[src/rtl/pipeline_core_if.sv]
// Bundle of the program-load and write-back observation signals of pipeline_core.
// The master side loads programs and observes; the slave side is the core.
interface pipeline_core_if #(
  parameter int DATA_W  = 32,
  parameter int IMEM_AW = 4
);
  logic               imem_we;
  logic [IMEM_AW-1:0] imem_addr;
  logic [31:0]        imem_wdata;
  logic [DATA_W-1:0]  result;
  logic               wb_valid;
  logic [4:0]         wb_reg;
  logic [IMEM_AW-1:0] pc;
  logic               stall;
  logic               halted;

  modport master (
    output imem_we, imem_addr, imem_wdata,
    input  result, wb_valid, wb_reg, pc, stall, halted
  );

  modport slave (
    input  imem_we, imem_addr, imem_wdata,
    output result, wb_valid, wb_reg, pc, stall, halted
  );
endinterface

[src/rtl/pipeline_core.sv]
// Five-stage in-order MIPS-style core with forwarding, load-use stall, data memory,
// HALT and a program-load port; write-back results are exposed for observation.
module pipeline_core #(
  parameter int DATA_W     = 32,
  parameter int IMEM_DEPTH = 16,
  parameter int DMEM_DEPTH = 16
) (
  input logic            clk,
  input logic            reset,
  pipeline_core_if.slave bus
);
  localparam int IMEM_AW = $clog2(IMEM_DEPTH);
  localparam int DMEM_AW = $clog2(DMEM_DEPTH);

  localparam logic [5:0] OP_RTYPE = 6'b000000;
  localparam logic [5:0] OP_ADDI  = 6'b001000;
  localparam logic [5:0] OP_LW    = 6'b100011;
  localparam logic [5:0] OP_SW    = 6'b101011;
  localparam logic [5:0] OP_HALT  = 6'b111111;
  localparam logic [5:0] FN_ADD   = 6'b100000;
  localparam logic [5:0] FN_SUB   = 6'b100010;
  localparam logic [5:0] FN_AND   = 6'b100100;
  localparam logic [5:0] FN_OR    = 6'b100101;

  typedef enum logic [1:0] {ALU_ADD, ALU_SUB, ALU_AND, ALU_OR} aluOp_t;

  typedef struct packed {
    logic              regWrite;
    logic              memRead;
    logic              memWrite;
    logic              halt;
    logic              useImm;
    aluOp_t            aluOp;
    logic [4:0]        rs;
    logic [4:0]        rt;
    logic [4:0]        dest;
    logic [DATA_W-1:0] rsVal;
    logic [DATA_W-1:0] rtVal;
    logic [DATA_W-1:0] imm;
  } idEx_t;

  typedef struct packed {
    logic              regWrite;
    logic              memRead;
    logic              memWrite;
    logic              halt;
    logic [4:0]        dest;
    logic [DATA_W-1:0] alu;
    logic [DATA_W-1:0] storeData;
  } exMem_t;

  typedef struct packed {
    logic              regWrite;
    logic              halt;
    logic [4:0]        dest;
    logic [DATA_W-1:0] data;
  } memWb_t;

  logic [31:0]        imem [IMEM_DEPTH];
  logic [DATA_W-1:0]  dmem [DMEM_DEPTH];
  logic [DATA_W-1:0]  regFile_q [32];

  logic [IMEM_AW-1:0] pc_q, pc_d;
  logic [31:0]        ifIdInstr_q, ifIdInstr_d;
  logic               haltSeen_q, haltSeen_d;
  idEx_t              idEx_q, idEx_d;
  exMem_t             exMem_q, exMem_d;
  memWb_t             memWb_q, memWb_d;
  logic [DATA_W-1:0]  result_q;
  logic               wbValid_q;
  logic [4:0]         wbReg_q;
  logic               halted_q;

  logic [5:0]         idOp, idFunct;
  logic [4:0]         idRs, idRt, idRd;
  logic               loadUse;
  logic [DATA_W-1:0]  fwdA, fwdB, aluB, aluOut;
  logic [DMEM_AW-1:0] memAddr;

  assign idOp    = ifIdInstr_q[31:26];
  assign idRs    = ifIdInstr_q[25:21];
  assign idRt    = ifIdInstr_q[20:16];
  assign idRd    = ifIdInstr_q[15:11];
  assign idFunct = ifIdInstr_q[5:0];

  // A load still in EX cannot feed the instruction in ID; rt only counts for R-type and SW.
  assign loadUse = idEx_q.memRead && (idEx_q.dest != 5'd0) &&
                   ((idRs == idEx_q.dest) ||
                    (((idOp == OP_RTYPE) || (idOp == OP_SW)) && (idRt == idEx_q.dest)));

  always_comb begin
    pc_d        = pc_q + 1'b1;
    ifIdInstr_d = imem[pc_q];
    haltSeen_d  = haltSeen_q;
    if (loadUse) begin
      pc_d        = pc_q;
      ifIdInstr_d = ifIdInstr_q;
    end else if (haltSeen_q || (idOp == OP_HALT)) begin
      pc_d        = pc_q;
      ifIdInstr_d = '0;
      haltSeen_d  = 1'b1;
    end
  end

  // Register reads see a write-back happening on the same edge.
  always_comb begin
    idEx_d       = '0;
    idEx_d.rs    = idRs;
    idEx_d.rt    = idRt;
    idEx_d.rsVal = (memWb_q.regWrite && (memWb_q.dest == idRs)) ? memWb_q.data : regFile_q[idRs];
    idEx_d.rtVal = (memWb_q.regWrite && (memWb_q.dest == idRt)) ? memWb_q.data : regFile_q[idRt];
    idEx_d.imm   = DATA_W'($signed(ifIdInstr_q[15:0]));
    case (idOp)
      OP_RTYPE: begin
        idEx_d.dest = idRd;
        case (idFunct)
          FN_ADD: begin idEx_d.aluOp = ALU_ADD; idEx_d.regWrite = (idRd != 5'd0); end
          FN_SUB: begin idEx_d.aluOp = ALU_SUB; idEx_d.regWrite = (idRd != 5'd0); end
          FN_AND: begin idEx_d.aluOp = ALU_AND; idEx_d.regWrite = (idRd != 5'd0); end
          FN_OR:  begin idEx_d.aluOp = ALU_OR;  idEx_d.regWrite = (idRd != 5'd0); end
          default: idEx_d.regWrite = 1'b0;
        endcase
      end
      OP_ADDI: begin
        idEx_d.dest     = idRt;
        idEx_d.useImm   = 1'b1;
        idEx_d.regWrite = (idRt != 5'd0);
      end
      OP_LW: begin
        idEx_d.dest     = idRt;
        idEx_d.useImm   = 1'b1;
        idEx_d.memRead  = 1'b1;
        idEx_d.regWrite = (idRt != 5'd0);
      end
      OP_SW: begin
        idEx_d.useImm   = 1'b1;
        idEx_d.memWrite = 1'b1;
      end
      OP_HALT: idEx_d.halt = 1'b1;
      default: idEx_d.regWrite = 1'b0;
    endcase
    if (loadUse) idEx_d = '0;
  end

  // Forwarding: the younger EX/MEM result wins over MEM/WB, which wins over the register read.
  always_comb begin
    if (exMem_q.regWrite && (exMem_q.dest == idEx_q.rs))      fwdA = exMem_q.alu;
    else if (memWb_q.regWrite && (memWb_q.dest == idEx_q.rs)) fwdA = memWb_q.data;
    else                                                      fwdA = idEx_q.rsVal;
    if (exMem_q.regWrite && (exMem_q.dest == idEx_q.rt))      fwdB = exMem_q.alu;
    else if (memWb_q.regWrite && (memWb_q.dest == idEx_q.rt)) fwdB = memWb_q.data;
    else                                                      fwdB = idEx_q.rtVal;
    aluB = idEx_q.useImm ? idEx_q.imm : fwdB;
    case (idEx_q.aluOp)
      ALU_SUB: aluOut = fwdA - aluB;
      ALU_AND: aluOut = fwdA & aluB;
      ALU_OR:  aluOut = fwdA | aluB;
      default: aluOut = fwdA + aluB;
    endcase
    exMem_d           = '0;
    exMem_d.regWrite  = idEx_q.regWrite;
    exMem_d.memRead   = idEx_q.memRead;
    exMem_d.memWrite  = idEx_q.memWrite;
    exMem_d.halt      = idEx_q.halt;
    exMem_d.dest      = idEx_q.dest;
    exMem_d.alu       = aluOut;
    exMem_d.storeData = fwdB;
  end

  assign memAddr = exMem_q.alu[DMEM_AW-1:0];

  always_comb begin
    memWb_d          = '0;
    memWb_d.regWrite = exMem_q.regWrite;
    memWb_d.halt     = exMem_q.halt;
    memWb_d.dest     = exMem_q.dest;
    memWb_d.data     = exMem_q.memRead ? dmem[memAddr] : exMem_q.alu;
  end

  // Memories are deliberately outside the reset domain so programs and data survive reset.
  always_ff @(posedge clk) begin
    if (bus.imem_we) imem[bus.imem_addr] <= bus.imem_wdata;
    if (exMem_q.memWrite) dmem[memAddr] <= exMem_q.storeData;
  end

  always_ff @(posedge clk or negedge reset) begin
    if (!reset) begin
      pc_q        <= '0;
      ifIdInstr_q <= '0;
      haltSeen_q  <= 1'b0;
      idEx_q      <= '0;
      exMem_q     <= '0;
      memWb_q     <= '0;
      for (int i = 0; i < 32; i++) regFile_q[i] <= '0;
      result_q    <= '0;
      wbValid_q   <= 1'b0;
      wbReg_q     <= '0;
      halted_q    <= 1'b0;
    end else begin
      pc_q        <= pc_d;
      ifIdInstr_q <= ifIdInstr_d;
      haltSeen_q  <= haltSeen_d;
      idEx_q      <= idEx_d;
      exMem_q     <= exMem_d;
      memWb_q     <= memWb_d;
      wbValid_q   <= memWb_q.regWrite;
      if (memWb_q.regWrite) begin
        regFile_q[memWb_q.dest] <= memWb_q.data;
        result_q                <= memWb_q.data;
        wbReg_q                 <= memWb_q.dest;
      end
      if (memWb_q.halt) halted_q <= 1'b1;
    end
  end

  assign bus.result   = result_q;
  assign bus.wb_valid = wbValid_q;
  assign bus.wb_reg   = wbReg_q;
  assign bus.pc       = pc_q;
  assign bus.stall    = loadUse;
  assign bus.halted   = halted_q;
endmodule

[src/flat_wrapper.sv]
// flat-port wrapper written by rule: the top's interface ports become plain ports
module pipeline_core_flat 
#(
  parameter int DATA_W     = 32,
  parameter int IMEM_DEPTH = 16,
  parameter int DMEM_DEPTH = 16
)
  (clk, reset, bus_imem_we, bus_imem_addr, bus_imem_wdata, bus_result, bus_wb_valid, bus_wb_reg, bus_pc, bus_stall, bus_halted);
  pipeline_core_if #(.DATA_W(DATA_W), .IMEM_AW(4)) bus_i ();
  input logic clk;
  input logic reset;
  input wire logic [$bits(bus_i.imem_we)-1:0] bus_imem_we;
  input wire logic [$bits(bus_i.imem_addr)-1:0] bus_imem_addr;
  input wire logic [$bits(bus_i.imem_wdata)-1:0] bus_imem_wdata;
  output wire logic [$bits(bus_i.result)-1:0] bus_result;
  output wire logic [$bits(bus_i.wb_valid)-1:0] bus_wb_valid;
  output wire logic [$bits(bus_i.wb_reg)-1:0] bus_wb_reg;
  output wire logic [$bits(bus_i.pc)-1:0] bus_pc;
  output wire logic [$bits(bus_i.stall)-1:0] bus_stall;
  output wire logic [$bits(bus_i.halted)-1:0] bus_halted;
  assign bus_i.imem_we = bus_imem_we;
  assign bus_i.imem_addr = bus_imem_addr;
  assign bus_i.imem_wdata = bus_imem_wdata;
  assign bus_result = bus_i.result;
  assign bus_wb_valid = bus_i.wb_valid;
  assign bus_wb_reg = bus_i.wb_reg;
  assign bus_pc = bus_i.pc;
  assign bus_stall = bus_i.stall;
  assign bus_halted = bus_i.halted;
  pipeline_core #(.DATA_W(DATA_W), .IMEM_DEPTH(IMEM_DEPTH), .DMEM_DEPTH(DMEM_DEPTH)) u_core (.clk(clk), .reset(reset), .bus(bus_i));
endmodule
[config.mk]
export PLATFORM = sky130hd
export DESIGN_NAME = pipeline_core_flat
export DESIGN_NICKNAME = d
export VERILOG_FILES = /design/src/rtl/pipeline_core_if.sv /design/src/rtl/pipeline_core.sv /design/src/flat_wrapper.sv
export SDC_FILE = /design/constraint.sdc
export NUM_CORES = 2
export LEC_CHECK = 0
export CAP_MARGIN = 20
export CORE_ASPECT_RATIO = 0.5
export CORE_MARGIN = 1.5
export CORE_UTILIZATION = 55
export DETAILED_ROUTE_END_ITERATION = 6
export PLACE_DENSITY = 0.76
export SLEW_MARGIN = 15
export SYNTH_ARGS = -nofsm -noshare
export SYNTH_HDL_FRONTEND = slang
export SYNTH_SLANG_ARGS = --single-unit
[constraint.sdc]
create_clock -name clk -period 7.7 [get_ports clk]
set_input_delay 1.925 -clock clk [delete_from_list [all_inputs] [get_ports clk]]
set_output_delay 1.925 -clock clk [all_outputs]
set_load 0.05 [all_outputs]
## Word-level counts from Yosys, hierarchy flattened

Memories as Yosys holds them, arrays and structs flattened.
Index checks and enable logic that the tools add are counted.

- Add/sub/neg operators: 3
- Magnitude comparators: 4
- Equality and inequality tests: 19
- Multiplexer cells: 33
- Bitwise logic cells: 7
- Reductions and logical operators: 22

Operators with widths:

| kind | number |
|---|---|
| 1024-bit bitwise mux | 1 |
| 32-bit 2-to-1 mux | 14 |
| 32-bit binary-select mux with 5-bit select | 2 |
| 32-bit demux with 5-bit select | 1 |
| 118-bit 2-to-1 mux | 1 |
| 32-bit one-hot mux with 3 select lines | 1 |
| 6-bit == test, second input constant | 7 |
| 5-bit == test | 8 |
| 32-bit adder | 1 |
| 32-bit AND | 1 |
| 32-bit bitwise OR | 1 |
| 32-bit subtractor | 1 |
| 6-bit greater-or-equal comparator, second input constant | 3 |
| 5-bit NOT with 6-bit output | 3 |
| 5-bit nonzero test | 3 |
| 1-bit logical AND | 10 |
| 5-bit one-hot mux with 2 select lines | 1 |
| 1-bit 2-to-1 mux | 9 |
| 6-bit by 4-bit == test with 1-bit output, second input constant | 1 |
| 6-bit logical NOT | 1 |
| 6-bit by 1-bit less-than comparator with 1-bit output, second input constant | 1 |
| 2-bit one-hot mux with 3 select lines | 1 |
| 4-bit by 1-bit adder with 4-bit output, second input constant | 1 |
| 2-bit == test, second input constant | 2 |
| other kinds (9) | 13 |

- Register bits: 1,330
- Memory bits (writable): 1,024
- Input port bits: 39
- Output and inout port bits: 44
- Word-level logic and storage cells: 152
- Memories: 2

Memory list:

| name | words | width | rd ports | clocked after Yosys merged registers in | write ports | RTL line | RTL |
|---|---|---|---|---|---|---|---|
| u_core.dmem | 16 | 32 | 1 | 0 | 1 | pipeline_core.sv:60 | `logic [DATA_W-1:0] dmem [DMEM_DEPTH];` |
| u_core.imem | 16 | 32 | 1 | 0 | 1 | pipeline_core.sv:59 | `logic [31:0] imem [IMEM_DEPTH];` |

## Depth between registers and ports, before layout

- Word-level depth: 7
- Gate-level depth with buffers: 25
- Depth with buffers taken out: 23

## Worst setup path after synthesis

Ideal clock, no wire load.

- Path kind: flip-flop to flip-flop
- Start: register u_core.memWb_q[35] (netlist bit)
- End: register u_core.exMem_q[62] (netlist bit)
- Library setup time: 0.119 ns
- Data arrival time: 5.446 ns
- Required time: 7.581 ns
- Path slack: 2.135 ns
- Stages on the path, launching flop included: 22
- Buffers on the path: 0
- Period minus slack after synthesis: 5.565 ns
- Cells stage by stage: dfrtp_1 xnor2_1 nand4_2 nor2_1 mux2_2 a221oi_1 nand4_1 or2_2 o21ai_0 xor2_1 ha_1 a21o_1 a21o_1 a211o_1 a41oi_1 o31a_1 o21ai_1 a221o_1 or4_1 a31oi_1 xnor2_1 o21a_1

- Longest elaborated chain between the ends: 7
- Elaborated cells between the ends (all ways): 14
- Those cells by class: 2 x add/sub; 2 x eq/ne; 6 x mux; 2 x bitwise; 2 x reduce/logical

RTL lines:

| element | RTL line | RTL |
|---|---|---|
| start: declaration | pipeline_core.sv:68 | `memWb_t memWb_q, memWb_d;` |
| start signal: assignment | pipeline_core.sv:205 | `memWb_q <= memWb_d;` |
| 5-bit == test | pipeline_core.sv:151 | `else if (memWb_q.regWrite && (memWb_q.dest == idEx_q.rt)) fwdB = memWb_q.data;` |
| 1-bit logical AND | pipeline_core.sv:151 |  |
| 32-bit 2-to-1 mux | pipeline_core.sv:151 |  |
| 32-bit 2-to-1 mux | pipeline_core.sv:150 | `if (exMem_q.regWrite && (exMem_q.dest == idEx_q.rt)) fwdB = exMem_q.alu;` |
| 32-bit 2-to-1 mux | pipeline_core.sv:153 | `aluB = idEx_q.useImm ? idEx_q.imm : fwdB;` |
| 32-bit adder (tied with other cells) | pipeline_core.sv:158 | `default: aluOut = fwdA + aluB;` |
| 32-bit one-hot mux with 3 select lines (*) | pipeline_core.sv:154 | `case (idEx_q.aluOp)` |
| via u_core.aluOut[30] | pipeline_core.sv:77 | `logic [DATA_W-1:0] fwdA, fwdB, aluB, aluOut;` |
| end signal: assignment | pipeline_core.sv:204 | `exMem_q <= exMem_d;` |
| end: declaration | pipeline_core.sv:67 | `exMem_t exMem_q, exMem_d;` |

The timed path passes the listed nets; every way through them passes the cells marked *.
A chain may end at the register's enable or synchronous reset.

## Final worst setup path

- Start: register u_core.exMem_q[66] (netlist bit)
- End: register u_core.exMem_q[63] (netlist bit)

- Longest elaborated chain between the ends: 6
- Elaborated cells between the ends (all ways): 12
- Those cells by class: 2 x add/sub; 2 x eq/ne; 4 x mux; 2 x bitwise; 2 x reduce/logical

RTL lines:

| element | RTL line |
|---|---|
| 5-bit == test | pipeline_core.sv:150 |
| 1-bit logical AND | pipeline_core.sv:150 |
| 32-bit 2-to-1 mux | pipeline_core.sv:150 |
| 32-bit 2-to-1 mux | pipeline_core.sv:153 |
| 32-bit adder (tied with other cells) | pipeline_core.sv:158 |
| 32-bit one-hot mux with 3 select lines (*) | pipeline_core.sv:154 |
| via u_core.aluOut[31] | pipeline_core.sv:77 |

Marks and branches as above.

==> impl_metrics.ini <==
[outcome]
status = completed

[route]
firstDrtPassIters = 6
wl_um = 308300
vias = 61870
drcViolationCount = 0
route.detailed.wl_per_inst_um = 34.94
drt_iter0_markers = 7776
via_per_inst = 7.013
drtAntennaViolNets = 0

[yosys]
synthSimpleGateAreaFrac_pct = 2.376
synthAdderAreaFrac_pct = 0.6396
synth_xor_area_share_pct = 0.7977
synth_cell_types = 82
synth_area_leaders = dfrtp_1 31%, edfxtp_1 29%, mux4_2 20%
syn_area_um2 = 107600
ys_seq_area_share_pct = 59.14
synth_area_leader_cell = dfrtp_1
yosysWarnings = 0
synth_fp_nets = 6209
ys.flop_type = dfrtp_1
synth_top_cell_area_share_pct = 30.56
synthArstFlopShare_pct = 56.20
synthCells = 6134
synth_top_family_by_area = multiplexers
ys_seq_elements = 2338
synth_edf_count = 1024
synth_compound_area_share_pct = 2.442
synth_area_per_cell_um2 = 17.54
muxShareOfSynthArea_pct = 32.56

[floorplan]
die_y_um = 315.8
ios = 83
core_um2 = 193800
core.rowCount = 114
dieArea_um2 = 198400
start_util_pct = 55.51
die_x_um = 628.5

[sta]
tightest_slew_ps = 1176
final-max-slew-violation-count = 0
relSlewSlack_pct = 19.38
finalHoldViolCount = 0
post-route-period-util_pct = 87.83
setup_viol_count_final = 0
rsz0062_at_grt = no
fin_skew_ps = 84.44
whs_ps = 350.0
fin_crit_ps = 6763
clock.fmax_mhz = 147.9
setup_tns_ps = 0

[clock_tree]
cts_setup_buffers = 0
path_clk_slew_ps = 70
cts_resized = 0
cts_hold_buf = 0
cts.sinks = 2338
cts_buffers = 207
cts_root_buf = clkbuf_16
cts_buffer_depth = 4
clk_latency_ps = 900
cts_tree = yes
htree_levels = 4

[global_routing]
grt_pass1_wl_um = 448800
grt_overflow = 0
grtUsageTotal_pct = 31.25
grt_pass1_vias = 63640
grt_max_degree = 133
antenna_found_initial = 24

[final_layout]
multi_input_area_um2 = 42190
layout_common_cells = 1,289 x dfrtp_1, 1,097 x mux2_2, 1,024 x edfxtp_1, 959 x mux4_2, 210 x clkbuf_16
fin_util_pct = 61.15
nets = 6117
layout_commonest_cell = dfrtp_1
regArea_um2 = 63700
final_layout_size_suffix_gt1_share_pct = 43.41
final.fill_count = 13330
largest_register_ffs = 1024
syn2layout_area_growth_pct = 10.16
top_register = u_core.regFile_q
top_regs = u_core.regFile_q: 1024 flops, u_core.dmem: 512 flops, u_core.imem: 512 flops

[worst_setup_path]
criticalPathCategory = flip-flop to flip-flop
start_kind = flip-flop
end_kind = flip-flop
arrival_ps = 7470
path_max_fanout = 20
cp.required_ps = 8410

[placed_design]
gp_congestion = 0.9171
portBuffers = 82
hpwl_um = 171300

[worst_hold_path]
hold_class = flip-flop to flip-flop

[pwr]
leakagePower_nw = 46.94
irDropWorstVdd_v = 0.0002804
power.density_nw_per_um2 = 343.3

[job]
cap_viol_max_count = 0
critical path, stage by stage (launching register included):
cell and delay, ps:
dfrtp_1 420, xnor2_1 150, nand2_1 470, or2_2 460, a311oi_1 250, a2111oi_2 510
nand4_1 400, or2_2 430, o21ai_0 230, xor2_1 110, ha_1 400, nand3_1 180
or4_1 500, a21o_1 210, a31oi_1 320, o21a_1 250, nor4_1 80, o31ai_1 600
mux2i_1 320, nor2b_1 170, o221ai_1 130
kinds of logic after synthesis:
kind of cell,after synthesis
simple gates,507
fa+ha+maj,59
mux,2164
buf+inv,575
flops,2338
xor+xnor,98
compound gates,393
synth_stat cells, types with 38 or more instances:
master    number
dfrtp_1     1314
mux2_2      1097
edfxtp_1    1024
mux4_2       959
clkbuf_1     402
nor2_1       168
buf_1        139
nand2_1      118
mux2i_1      108
o21ai_0      103
a211oi_1      71
xnor2_1       57
a21oi_1       52
a31oi_1       42
xor2_1        41
nor3_1        38
path summary, 6_finish.rpt:
kind	slack (ps)	end	depth (start not counted)	from
setup reg to reg	940	u_core.exMem_q[63]	20	u_core.exMem_q[66]
hold reg to reg	350	u_core.exMem_q[69]	0	u_core.exMem_d[69]
min in group asynchronous	1010	u_core.regFile_q[195]	1	reset
hold / removal	350	u_core.exMem_q[69]	0	u_core.exMem_d[69]
setup / recovery	940	u_core.exMem_q[63]	20	u_core.exMem_q[66]
max in group asynchronous	5170	u_core.memWb_q[38]	2	reset
stage by stage:
| step | total power [mW] | instance area, µm² | setup WS (ps) | std cells |
|---|---|---|---|---|
| 2_1_floorplan | 25.50 | 107600 | 2135 | 6134 |
| 3_3_place_gp | 29.69 | 111500 | 1066 | 8438 |
| 3_5_place_dp | 29.88 | 111500 | 1057 | 8438 |
| 4_1_cts | 40.58 | 118400 | 1039 | 8808 |
| 5_1_grt | 42.22 | 118500 | 504.8 | 8816 |
| 6_report | 40.70 | 118500 | 937.2 | 8822 |
where the power goes:
part / total [mW] / switching, mW / leakage, nW / internal, mW
clock network: 10.7 / 4.72 / 3.40 / 6.02
registers: 15.7 / 1.55 / 27.2 / 14.2
logic: 14.2 / 8.13 / 16.4 / 6.10
cell type report:
type | count | area share [%]
flip-flops and latches | 2338 | 53.74
multi-input cells | 3221 | 35.59
clock buffers | 298 | 5.135
well taps | 2610 | 2.755
repair buffers | 254 | 2.005
clock inverters | 72 | 0.6872
inverters | 20 | 0.06334
diodes | 9 | 0.01900
per-layer routing:
| layer | track usage [%] | up-vias | part of all wire [%] |
|---|---|---|---|
| met5 | 0 | - | 0.016 |
| met4 | 10.52 | 8 | 3.4 |
| met3 | 7.895 | 633 | 11 |
| li1 | - | 24080 | - |
| met1 | 43.76 | 33530 | 39 |
| met2 | 48.61 | 3621 | 47 |
Note: power is estimated with default switching activity, not from simulation.
